$ cat src/rtl/demux_32bus_1x8_hs.sv
// Registered 1-to-8 bus distributor with per-destination holding slots.
// A source word is steered into one slot (or all eight when broadcasting);
// each slot then drains to its own consumer over a valid/ready handshake.
module demux_32bus_1x8_hs #(
    parameter int WIDTH = 32
) (
    input  logic             clk,
    input  logic             rst_n,
    input  logic             in_valid,
    output logic             in_ready,
    input  logic [WIDTH-1:0] in_data,
    input  logic [2:0]       in_sel,
    input  logic             in_bcast,
    output logic [WIDTH-1:0] out0_data,
    output logic [WIDTH-1:0] out1_data,
    output logic [WIDTH-1:0] out2_data,
    output logic [WIDTH-1:0] out3_data,
    output logic [WIDTH-1:0] out4_data,
    output logic [WIDTH-1:0] out5_data,
    output logic [WIDTH-1:0] out6_data,
    output logic [WIDTH-1:0] out7_data,
    output logic [7:0]       out_valid,
    input  logic [7:0]       out_ready,
    output logic             busy
);

    logic [WIDTH-1:0] r_data [8];
    logic [7:0]       r_valid;

    logic [7:0]       w_can;
    logic             w_inReady;
    logic             w_accept;
    logic [7:0]       w_fill;

    // A slot can take a new word when it is empty or being drained this
    // cycle; broadcast needs every slot free so it is never partial.
    always_comb begin
        w_can     = ~r_valid | out_ready;
        w_inReady = in_bcast ? (&w_can) : w_can[in_sel];
        w_accept  = in_valid & w_inReady;
        w_fill    = 8'h00;
        for (int k = 0; k < 8; k++) begin
            w_fill[k] = w_accept & (in_bcast | (in_sel == 3'(k)));
        end
    end

    // Slot registers: fill wins over drain so a simultaneous drain and
    // refill keeps the slot full with no bubble; drained data stays visible.
    always_ff @(posedge clk) begin
        if (!rst_n) begin
            r_valid <= 8'h00;
            for (int k = 0; k < 8; k++) begin
                r_data[k] <= '0;
            end
        end else begin
            for (int k = 0; k < 8; k++) begin
                if (w_fill[k]) begin
                    r_data[k]  <= in_data;
                    r_valid[k] <= 1'b1;
                end else if (out_ready[k]) begin
                    r_valid[k] <= 1'b0;
                end
            end
        end
    end

    assign in_ready  = w_inReady;
    assign out_valid = r_valid;
    assign busy      = |r_valid;
    assign out0_data = r_data[0];
    assign out1_data = r_data[1];
    assign out2_data = r_data[2];
    assign out3_data = r_data[3];
    assign out4_data = r_data[4];
    assign out5_data = r_data[5];
    assign out6_data = r_data[6];
    assign out7_data = r_data[7];

endmodule

$ cat config.mk
export PLATFORM = sky130hd
export DESIGN_NAME = demux_32bus_1x8_hs
export DESIGN_NICKNAME = d
export VERILOG_FILES = /design/src/rtl/demux_32bus_1x8_hs.sv
export SDC_FILE = /design/constraint.sdc
export NUM_CORES = 1
export LEC_CHECK = 0
export CAP_MARGIN = 20
export CELL_PAD_IN_SITES_DETAIL_PLACEMENT = 0
export CELL_PAD_IN_SITES_GLOBAL_PLACEMENT = 1
export CORE_ASPECT_RATIO = 0.7
export CORE_MARGIN = 8
export CORE_UTILIZATION = 37
export DETAILED_ROUTE_END_ITERATION = 7
export GPL_ROUTABILITY_DRIVEN = 0
export HOLD_SLACK_MARGIN = 0.05
export PLACE_DENSITY_LB_ADDON = 0.1
export SETUP_SLACK_MARGIN = 0.02
export SLEW_MARGIN = 5
export SYNTH_ARGS = -nofsm -noshare
export SYNTH_HDL_FRONTEND = slang
export SYNTH_SLANG_ARGS = --single-unit
$ cat constraint.sdc
create_clock -name clk -period 7.2 [get_ports clk]
set_input_delay 1.8 -clock clk [delete_from_list [all_inputs] [get_ports clk]]
set_output_delay 1.8 -clock clk [all_outputs]
set_load 0.05 [all_outputs]
==> flow_summary_export.csv <==
group,metric,value,unit
setup_path,r2r_setup_slack,4.10,ns
sta,worstMarginPinSlew,1.03,ns
grt,gr-total-overflow,0,
clocking,numCtsBuffers,27,
grt,antenna_found_initial,0,
final_layout,final_common_cell,"clkdlybuf4s50_1",
logic_synthesis,synth_seq_cells,264,
sta,drv_slew,0,
sta,clock_skew,0.0206,ns
final_layout,syn_to_final_growth,47.1,%
sta,max_freq,155,MHz
final_layout,nets,1009,
routing,vias,6449,
final_layout,drive_gt1_share,7.85,%
routing,wl,31.4,mm
clocking,cts_root_buf,"clkbuf_16",
pwr,power_frac_clock,30.3,%
grt,grt_pass1_wl,44.8,mm
setup_path,crit_type,"in -> out",
logic_synthesis,syn_area,9610,um^2
logic_synthesis,syn-num-nets,685,
routing,drc_errors,0,
pwr,power,4.11,mW
pwr,ir_drop,188,uV
setup_path,startpoint,"in_sel[0]",
die,initial_utilization,37.5,%
worst_hold_path,hold_depth,2,
pwr,leakagePower,5.05,nW
sta,rsz0062_at_grt,"false",
final_layout,layout.cells.non_filler,1312,
logic_synthesis,yosysWarnings,0,
final_layout,layout_common_cells,"clkdlybuf4s50_1 (310), edfxtp_1 (256), nor2_1 (196), nand2_1 (44), and2_1 (32)",
sta,hold_violations,0,
clocking,path_clk_slew,0.06,ns
grt,grt_usage,19.1,%
routing,vias_per_cell,4.92,
placed_design,place_inst,1259,
setup_path,critical_path_required,5.40,ns
logic_synthesis,synth_seq_area_share,81.7,%
sta,period_share,89.8,%
die,io_pins,313,
sta,setup_violations,0,
pwr,p_int,2.80,mW
clocking,post_cts_buffers,0,
worst_hold_path,min_to,"out_valid[2]",
grt,grt_start_max_net_pins,41,
grt,grt_pass1_vias,6611,
worst_hold_path,hold_start,"out_valid[2]",
logic_synthesis,syn_inst,638,
placed_design,portBuffers,312,
worst_hold_path,hold_path.class,"reg -> reg",
run,cap_violations,0,
routing,drtPass1Iterations,5,
logic_synthesis,syn_area_per_cell,15.1,um^2
sta,slew_headroom,31.4,%
clocking,cts.repair.resized,0,
clocking,cts.sinks,264,
clocking,ctsHoldBuffers,0,
pwr,seq_power_share,45.6,%
die,dieHeight,151,um
pwr,switching_power,1.31,mW
pwr,switching_share,32.0,%
die,fp.coreArea,25600,um^2
pwr,power_density,291,nW/um^2
setup_path,worstSetupStartpointType,"input pin",
final_layout,nFillCells,2111,
clocking,clock_path_buffers,3,
setup_path,r2r_end,"r_data[1][79]",
pwr,p_comb_share,24.1,%
die,rows,49,
final_layout,antenna_cells,0,
routing,first_iter_violations,437,
routing,wire_per_inst,23.9,um
clocking,ctsHtreeMaxLevel,1,
run_status,status,"completed",
die,die_area,31500,um^2
sta,fin_crit,6.47,ns
setup_path,r2r_cells,6,
sta,finalSetupTns,0,ns
setup_path,rr_startpoint,"out_valid[1]",
setup_path,critPathArrivalTime,4.67,ns
setup_path,crit_fanout,11,
die,die_width,209,um
clocking,cts_tree,"built",
setup_path,endpoint_kind,"output pin",
logic_synthesis,ys_types,34,
sta,whs,0.574,ns
clocking,clock_latency,0.54,ns
routing,ant_nets,0,
placed_design,dpl.hpwl,21.6,mm
-- worst max path at each step --
stage          cells after the start       endpoint  slack (ns)
2_1_floorplan                      6  r_data[1][32]        1.50
3_3_place_gp                       7       in_ready        0.85
3_5_place_dp                       7       in_ready        0.77
4_1_cts                            7       in_ready        0.76
5_1_grt                            7       in_ready        0.64
6_report                           7       in_ready        0.73
-- state kept, by name (all words and copies together), names as in the netlist --
name,flops
out_valid,8
r_data,256
-- critical path: stages --
cell             delay (ns)
clkdlybuf4s50_1        0.70
nor2_1                 0.20
a2111o_1               0.53
o22ai_4                0.30
nor2_1                 0.20
inv_1                  0.12
clkdlybuf4s50_1        0.81
-- through the flow --
step	util [%]	area (um^2)	worst slack [ns]
floorplan	-	9610	1.50
global placement	51.3	13100	0.854
detailed placement	51.6	13200	0.768
CTS	54.6	14000	0.761
global route	55.1	14100	0.639
finish	55.1	14100	0.731
-- per-layer routing --
metal | share of wire (%) | GRT usage [%] | up-vias
met4 | 1.4 | 3.48 | 0
li1 | - | - | 2903
met5 | 0 | 0 | -
met1 | 42 | 24.3 | 3219
met3 | 10 | 7.63 | 27
met2 | 46 | 31.1 | 300
-- kinds of logic (layout without fill, tap and decap cells) --
| group | Yosys count | count (layout) | synth area share [%] |
|---|---|---|---|
| AOI/OAI and AO/OA | 34 | 34 | 2.83 |
| buffers and inverters | 37 | 380 | 1.91 |
| and+or+nand+nor | 303 | 303 | 13.6 |
| DFF | 264 | 264 | 81.7 |
-- cell usage after synthesis (all sizes together) --
cell type  instances  area [um^2]
o21ai              8         40.0
inv                5         18.8
nor2b              8         50.1
or3b               2         17.5
and4               1         8.76
nor4               3         18.8
nor2             201          769
a21boi             1         11.3
a31oi              3         18.8
o211ai             4         30.0
a21o               1         7.51
edfxtp           256         7690
nor3               3         15.0
nor4bb             1         10.0
dfxtp              8          160
a31o               2         17.5
buf               19          116
a2111o             1         11.3
nand2             45          169
clkbuf            13         48.8
o22ai              2         40.0
nand3b             2         15.0
and2              32          200
nand3              2         10.0
o311ai             4         35.0
a21oi              7         50.0
nand2b             3         18.8
a221o              1         10.0
-- power by group through the flow --
stage	registers (mW)	clock network [mW]	logic, mW
2_1_floorplan	2.33	0	0.161
3_3_place_gp	1.90	0	0.958
3_5_place_dp	1.91	0	0.975
4_1_cts	1.88	1.27	0.978
5_1_grt	1.88	1.32	1.03
6_report	1.87	1.25	0.991
-- area by class of cell --
type,count,area [um^2],share of cell area [%]
Sequential cell,264,7850,55.5
Inverter,5,18.8,0.133
Multi-Input combinational cell,337,1700,12.0
Timing Repair Buffer,327,3380,23.9
Clock buffer,32,694,4.91
Tap cell,331,414,2.93
Clock inverter,16,81.3,0.575
Note: power is estimated with default switching activity, not from simulation.
